**src/rtl/tcn_pkg.sv**
```systemverilog
// Shared types and constants for the TCN address sequencer.
// The optional configuration check is enabled with TCN_SEQ_CFG_CHECK_EN.
package tcn_pkg;

  localparam int ADDR_W = 8;
  localparam int BLK_W  = 16;
  localparam int TAP_W  = 4;

  typedef enum logic [2:0] {
    ST_IDLE = 3'd0,
    ST_RD   = 3'd1,
    ST_WR   = 3'd2,
    ST_UPD0 = 3'd3,
    ST_UPD1 = 3'd4
  } tcn_state_e;

  typedef struct packed {
    logic [BLK_W-1:0]  rd_bsize;
    logic [BLK_W-1:0]  wr_bsize;
    logic [ADDR_W-1:0] blocks;
    logic [TAP_W-1:0]  taps;
    logic [ADDR_W-1:0] dilation;
  } tcn_cfg_t;

  localparam int CFG_W = $bits(tcn_cfg_t);

  // A zero block count behaves as a single block.
  function automatic logic [ADDR_W-1:0] eff_blocks(input logic [ADDR_W-1:0] n);
    return (n == {ADDR_W{1'b0}}) ? {{(ADDR_W-1){1'b0}}, 1'b1} : n;
  endfunction

endpackage

```
**src/rtl/tcn_elem_counter.sv**
```systemverilog
// Element counter shared by the read and write phases of the sequencer.
// Counts accepted elements up to size-1; clear has priority over advance.
module tcn_elem_counter
  import tcn_pkg::*;
(
  input  logic             clk,
  input  logic             reset,
  input  logic             clear,
  input  logic             advance,
  input  logic [BLK_W-1:0] size,
  output logic [BLK_W-1:0] count,
  output logic             last
);

  // Element index register: cleared on phase/tap entry, steps on each accepted element.
  always_ff @(posedge clk or negedge reset) begin
    if (!reset) begin
      count <= {BLK_W{1'b0}};
    end else if (clear) begin
      count <= {BLK_W{1'b0}};
    end else if (advance) begin
      count <= count + {{(BLK_W-1){1'b0}}, 1'b1};
    end else begin
      count <= count;
    end
  end

  assign last = (count == (size - {{(BLK_W-1){1'b0}}, 1'b1}));

endmodule

```
**src/rtl/tcn_addr_sequencer.sv**
```systemverilog
// Address sequencer for the TCN circular activation buffer: per time step it
// walks dilated read taps, then the new output block's write words, then
// pulses update_pointer and waits one cycle for the consumer to register it.
// Optional macro TCN_SEQ_CFG_CHECK_EN adds a start-time range check and cfg_error.
module tcn_addr_sequencer
  import tcn_pkg::*;
(
  input  logic              clk,
  input  logic              reset,
  input  logic              start,
  input  logic [BLK_W-1:0]  cfg_rd_bsize,
  input  logic [BLK_W-1:0]  cfg_wr_bsize,
  input  logic [ADDR_W-1:0] cfg_blocks,
  input  logic [TAP_W-1:0]  cfg_taps,
  input  logic [ADDR_W-1:0] cfg_dilation,
  input  logic              rd_ready,
  input  logic              wr_valid,
  output logic [ADDR_W-1:0] rd_address,
  output logic              rd_enable,
  output logic [ADDR_W-1:0] wr_address,
  output logic              wr_enable,
  output logic              update_pointer,
  output logic              pad,
  output logic              busy,
  output logic              done
`ifdef TCN_SEQ_CFG_CHECK_EN
  ,
  output logic              cfg_error
`endif
);

  tcn_state_e                 state_r, state_next_s;
  tcn_cfg_t                   cfg_r;
  logic [TAP_W-1:0]           tap_r;
  logic [BLK_W-1:0]           elem_s, elem_size_s;
  logic                       elem_last_s, elem_adv_s, elem_clr_s;
  logic                       tap_last_s, tap_step_s, rd_done_s, wr_done_s;
  logic                       start_ok_s, cfg_bad_s, pad_s;
  logic [ADDR_W-1:0]          n_in_eff_s, n_last_s, blk_idx_s;
  logic [ADDR_W+TAP_W-1:0]    tap_off_s;
  logic [ADDR_W-1:0]          rd_base_s, wr_base_s;

  assign n_in_eff_s = eff_blocks(cfg_blocks);

`ifdef TCN_SEQ_CFG_CHECK_EN
  localparam logic [BLK_W+ADDR_W-1:0] ADDR_SPAN = {{(BLK_W-1){1'b0}}, 1'b1, {ADDR_W{1'b0}}};
  logic [BLK_W-1:0]        max_bs_s;
  logic [BLK_W+ADDR_W-1:0] chk_prod_s;
  assign max_bs_s   = (cfg_rd_bsize > cfg_wr_bsize) ? cfg_rd_bsize : cfg_wr_bsize;
  assign chk_prod_s = {{BLK_W{1'b0}}, n_in_eff_s} * {{ADDR_W{1'b0}}, max_bs_s};
  assign cfg_bad_s  = (chk_prod_s > ADDR_SPAN);

  // Sticky error flag: re-evaluated on every start taken in IDLE.
  always_ff @(posedge clk or negedge reset) begin
    if (!reset) begin
      cfg_error <= 1'b0;
    end else if ((state_r == ST_IDLE) && start) begin
      cfg_error <= cfg_bad_s;
    end else begin
      cfg_error <= cfg_error;
    end
  end
`else
  assign cfg_bad_s = 1'b0;
`endif

  assign start_ok_s = (state_r == ST_IDLE) && start && !cfg_bad_s;

  // Configuration snapshot: held for the whole step so mid-step changes are ignored.
  always_ff @(posedge clk or negedge reset) begin
    if (!reset) begin
      cfg_r <= {CFG_W{1'b0}};
    end else if (start_ok_s) begin
      cfg_r.rd_bsize <= cfg_rd_bsize;
      cfg_r.wr_bsize <= cfg_wr_bsize;
      cfg_r.blocks   <= n_in_eff_s;
      cfg_r.taps     <= cfg_taps;
      cfg_r.dilation <= cfg_dilation;
    end else begin
      cfg_r <= cfg_r;
    end
  end

  // Tap geometry: tap offset in blocks is computed at full width before the pad test.
  assign n_last_s   = cfg_r.blocks - {{(ADDR_W-1){1'b0}}, 1'b1};
  assign tap_off_s  = {{ADDR_W{1'b0}}, tap_r} * {{TAP_W{1'b0}}, cfg_r.dilation};
  assign pad_s      = (state_r == ST_RD) && (tap_off_s > {{TAP_W{1'b0}}, n_last_s});
  assign blk_idx_s  = n_last_s - tap_off_s[ADDR_W-1:0];
  // The low ADDR_W bits of a product depend only on the low ADDR_W bits of its operands.
  assign rd_base_s  = cfg_r.rd_bsize[ADDR_W-1:0] * blk_idx_s;
  assign wr_base_s  = cfg_r.wr_bsize[ADDR_W-1:0] * n_last_s;
  assign tap_last_s = (tap_r == (cfg_r.taps - {{(TAP_W-1){1'b0}}, 1'b1}));

  // Element counter control: size and advance condition depend on the phase.
  always_comb begin
    elem_size_s = {BLK_W{1'b0}};
    elem_adv_s  = 1'b0;
    case (state_r)
      ST_RD: begin
        elem_size_s = cfg_r.rd_bsize;
        elem_adv_s  = pad_s ? 1'b1 : rd_ready;
      end
      ST_WR: begin
        elem_size_s = cfg_r.wr_bsize;
        elem_adv_s  = wr_valid;
      end
      default: begin
        elem_size_s = {BLK_W{1'b0}};
        elem_adv_s  = 1'b0;
      end
    endcase
  end

  assign rd_done_s  = (state_r == ST_RD) && elem_adv_s && elem_last_s && tap_last_s;
  assign tap_step_s = (state_r == ST_RD) && elem_adv_s && elem_last_s && !tap_last_s;
  assign wr_done_s  = (state_r == ST_WR) && elem_adv_s && elem_last_s;
  assign elem_clr_s = (state_next_s != state_r) || tap_step_s;

  tcn_elem_counter u_elem (
    .clk     (clk),
    .reset   (reset),
    .clear   (elem_clr_s),
    .advance (elem_adv_s),
    .size    (elem_size_s),
    .count   (elem_s),
    .last    (elem_last_s)
  );

  // Next-state logic; empty phases are skipped straight to the next one.
  always_comb begin
    state_next_s = state_r;
    case (state_r)
      ST_IDLE: begin
        if (start_ok_s) begin
          if ((cfg_taps != {TAP_W{1'b0}}) && (cfg_rd_bsize != {BLK_W{1'b0}})) begin
            state_next_s = ST_RD;
          end else if (cfg_wr_bsize != {BLK_W{1'b0}}) begin
            state_next_s = ST_WR;
          end else begin
            state_next_s = ST_UPD0;
          end
        end else begin
          state_next_s = ST_IDLE;
        end
      end
      ST_RD: begin
        if (rd_done_s) begin
          state_next_s = (cfg_r.wr_bsize != {BLK_W{1'b0}}) ? ST_WR : ST_UPD0;
        end else begin
          state_next_s = ST_RD;
        end
      end
      ST_WR: begin
        if (wr_done_s) begin
          state_next_s = ST_UPD0;
        end else begin
          state_next_s = ST_WR;
        end
      end
      ST_UPD0: state_next_s = ST_UPD1;
      ST_UPD1: state_next_s = ST_IDLE;
      default: state_next_s = ST_IDLE;
    endcase
  end

  // State register; reset aborts a step without issuing update_pointer.
  always_ff @(posedge clk or negedge reset) begin
    if (!reset) begin
      state_r <= ST_IDLE;
    end else begin
      state_r <= state_next_s;
    end
  end

  // Tap index: zero outside RD, steps after the last element of each tap.
  always_ff @(posedge clk or negedge reset) begin
    if (!reset) begin
      tap_r <= {TAP_W{1'b0}};
    end else if (state_r != ST_RD) begin
      tap_r <= {TAP_W{1'b0}};
    end else if (tap_step_s) begin
      tap_r <= tap_r + {{(TAP_W-1){1'b0}}, 1'b1};
    end else begin
      tap_r <= tap_r;
    end
  end

  assign rd_enable      = (state_r == ST_RD) && !pad_s && rd_ready;
  assign rd_address     = ((state_r == ST_RD) && !pad_s) ? (rd_base_s + elem_s[ADDR_W-1:0]) : {ADDR_W{1'b0}};
  assign wr_enable      = (state_r == ST_WR) && wr_valid;
  assign wr_address     = (state_r == ST_WR) ? (wr_base_s + elem_s[ADDR_W-1:0]) : {ADDR_W{1'b0}};
  assign pad            = pad_s;
  assign update_pointer = (state_r == ST_UPD0);
  assign done           = (state_r == ST_UPD1);
  assign busy           = (state_r != ST_IDLE);

endmodule

```
**config.mk**
```make
export PLATFORM = sky130hd
export DESIGN_NAME = tcn_addr_sequencer
export DESIGN_NICKNAME = d
export VERILOG_FILES = /design/src/rtl/tcn_pkg.sv /design/src/rtl/tcn_elem_counter.sv /design/src/rtl/tcn_addr_sequencer.sv
export SDC_FILE = /design/constraint.sdc
export NUM_CORES = 1
export LEC_CHECK = 0
export BUFFER_PORTS_ARGS = -buffer_cell sky130_fd_sc_hd__buf_2
export CORE_MARGIN = 4
export CORE_UTILIZATION = 55
export DETAILED_ROUTE_END_ITERATION = 16
export GPL_TIMING_DRIVEN = 0
export PLACE_DENSITY = 0.79
export SLEW_MARGIN = 5
export SYNTH_ARGS = -nofsm -noshare
export SYNTH_HDL_FRONTEND = slang
export SYNTH_SLANG_ARGS = --single-unit
```
**constraint.sdc**
```tcl
create_clock -name clk -period 7.6 [get_ports clk]
set_input_delay 0.38 -clock clk [delete_from_list [all_inputs] [get_ports clk]]
set_output_delay 0.38 -clock clk [all_outputs]
set_load 0.02 [all_outputs]
```
==> qor.yml <==
global_routing:
  grt_pass1_wl_mm: 34.4
  grt_antenna_before_repair: 0
  track_usage: 0.259
  grt_max_degree: 50
  grt_pass1_vias: 6840
  overflow: 0
clock_network:
  cts_buffers: 9
  root_buffer: "clkbuf_16"
  clock_sinks: 75
  clock_latency_ns: 0.34
  cts_tree: "yes"
  clk_pin_slew_ns: 0.06
  cts_max_path_buffers: 2
  htreeDepth: 3
hold_path:
  hp-start: "cfg_blocks[1]"
  whs_path_depth: 3
  worst_hold_path.endpoint: "cfg_r[13]$_DFFE_PN0P_"
  hold_path_class: "in2reg"
cells_and_area:
  fin_nets: 1162
  area_delta_synth_final_pct: 16.8
  final_util: 0.660
  antennaDiodeCount: 0
  drive_gt1_frac: 0.246
floorplan:
  die_w_um: 130
  dieArea_sq_mm: 0.0170
  rows: 44
  pin_count: 79
  core_sq_mm: 0.0146
  start_util: 0.565
  die-height_um: 130
run_status:
  status: "completed"
sta:
  max_freq_mhz: 134
  hold_viol: 0
  worst_pin_slew_ns: 0.940
  setup_viol: 0
  period_minus_slack_ns: 7.47
  post-route-period-util: 0.983
  max_slew_margin: 0.364
  skew_ns: 0.00774
  drv_slew: 0
critical_path:
  r2r-end: "u_elem.count[2]$_DFFE_PN0P_"
  crit_fanout: 5
  crit_path_start_kind: "register"
  endpoint_kind: "primary output"
  rr_startpoint: "cfg_r[1]$_DFFE_PN0P_"
  arrival_ns: 7.09
  critical_path.max_stage_delay_ns: 0.57
  worstSetupPathType: "reg2out"
  slowest_stage: "fa_2"
  r2r_cells: 21
  crit_required_ns: 7.22
  rrSetupSlack_ns: 1.59
yosys:
  synth_cell_types: 76
  synth_edf_count: 0
  ys_seq_area_frac: 0.228
  synthCells: 885
  yosys.area.top_type: "dfrtp_1"
  async_flop_share: 1.00
  ys.flop_type: "dfrtp_1"
  synth_top_area_share: 0.228
  synth_area_sq_mm: 0.00824
  synth_nets: 1061
  synth_area_leaders: "dfrtp_1 (23%), fa_1 (12%), ha_1 (11%), mux2_2 (6.6%), xnor2_1 (6.5%)"
  yosys_register_bits: 75
  yosysWarnings: 0
  postSynthAreaPerCell_sq_um: 9.31
placed_design:
  gp_congestion: 0.940
  place_hpwl_mm: 16.6
  portBuffers: 78
route:
  dr.pass1.iters: 5
  wire_per_inst_um: 18.3
  routed_via_density: 5.83
  vias: 6856
  drt-initial-drc-count: 514
  antenna_left: 0
  drc: 0
  totalWireLength_mm: 21.5
flow_run:
  cap_violations: 0
## cell usage after synthesis, drive strengths merged (14+ instances only)
library cell,number
o21ai,14
nor4,18
nand2b,18
nor2b,19
nor2,47
a21oi,19
nand3,17
and2,59
inv,103
nor3,14
buf,14
and3,14
dfrtp,75
nand4,14
mux2,49
xnor2,61
nand2,68
clkbuf,17
xor2,25
ha,70
fa,49
## cells by family after synthesis
group                      Yosys count  synth area share
AOI/OAI and AO/OA                   96            0.0941
xor gates and xnor gates            88            0.0969
adders and majority gates          119             0.225
buffers and inverters              135            0.0665
DFF                                 75             0.228
muxes                               55            0.0758
and+or+nand+nor                    317             0.214
## per-stage QoR
stage / TNS (ns) / setup WS [ns] / area (sq um) / hold WS, ns / cells
2_1_floorplan: 0 / 0.187 / 8240 / 0.0844 / 885
3_3_place_gp: -0.534 / -0.534 / 8860 / 0.484 / 1147
3_5_place_dp: -0.721 / -0.721 / 8890 / 0.318 / 1148
4_1_cts: 0 / 0.00499 / 9400 / 0.258 / 1168
5_1_grt: -0.0356 / -0.0356 / 9630 / 0.271 / 1175
6_report: 0 / 0.126 / 9630 / 0.265 / 1175
## critical path, delay by kind of cell, from the launching register on
| family | cells | cell delay, ns |
|---|---|---|
| flops | 1 | 0.40 |
| simple gates | 4 | 0.59 |
| fa+ha+maj | 9 | 3.71 |
| compound gates | 3 | 0.45 |
| xor+xnor | 5 | 1.07 |
| buf+inv | 8 | 0.49 |
## state kept, by name (all words and copies together), names as in the netlist
register,count
cfg_r,52
u_elem.count,16
tap_r,4
state_r,3
## routing by layer
metal | routed length (um) | vias up | share of wire | global-route usage
li1 | - | 3194 | - | -
met1 | 9090 | 3335 | 0.42 | 0.342
met3 | 1400 | 59 | 0.065 | 0.0354
met4 | 805 | 0 | 0.037 | 0.109
met5 | 0 | - | 0 | 0
met2 | 10200 | 268 | 0.47 | 0.429
## timing repair
action | CTS | global route
endpoints found under the hold margin | 26 | 0
hold buffers | 1 | 0
setup endpoints to repair | 1 | 1
setup buffers | 7 | 7
pin swaps | 10 | 29
gates resized for setup | 24 | 43
## placed cells by master, fill, tap and decap left out, drive strengths merged, types with 17 or more instances in the layout
cell / netlist / final
buf: 14 / 106
inv: 103 / 103
dfrtp: 75 / 75
ha: 70 / 70
nand2: 68 / 68
xnor2: 61 / 61
and2: 59 / 59
mux2: 49 / 49
fa: 49 / 49
nor2: 47 / 47
xor2: 25 / 25
clkbuf: 17 / 24
nor2b: 19 / 19
a21oi: 19 / 19
nand2b: 18 / 18
nor4: 18 / 18
nand3: 17 / 17
## how the worst max path moves through the flow
stage / end / cells past startpoint / startpoint / slack (ns)
3_3_place_gp: rd_address[7] / 30 / tap_r[1]$_DFFE_PN0P_ / -0.53
5_1_grt: rd_address[7] / 29 / cfg_r[2]$_DFFE_PN0P_ / -0.04
4_1_cts: rd_address[7] / 30 / tap_r[1]$_DFFE_PN0P_ / 0.005
2_1_floorplan: rd_address[7] / 29 / tap_r[3]$_DFFE_PN0P_ / 0.19
6_report: rd_address[7] / 29 / tap_r[1]$_DFFE_PN0P_ / 0.13
3_5_place_dp: rd_address[7] / 30 / tap_r[2]$_DFFE_PN0P_ / -0.72
## layout make-up
| type | count | area (sq um) |
|---|---|---|
| plain buffers | 27 | 143 |
| flip-flops and latches | 75 | 1880 |
| multi-input cells | 675 | 6120 |
| fillers | 1154 | 4960 |
| repair buffers | 94 | 542 |
| inverters | 104 | 390 |
| clock inverters | 6 | 90.1 |
| clock buffers | 10 | 229 |
| well taps | 184 | 230 |
Power is not shown: default switching activity piles up to over one toggle a cycle in this logic, so the estimate is an artifact.
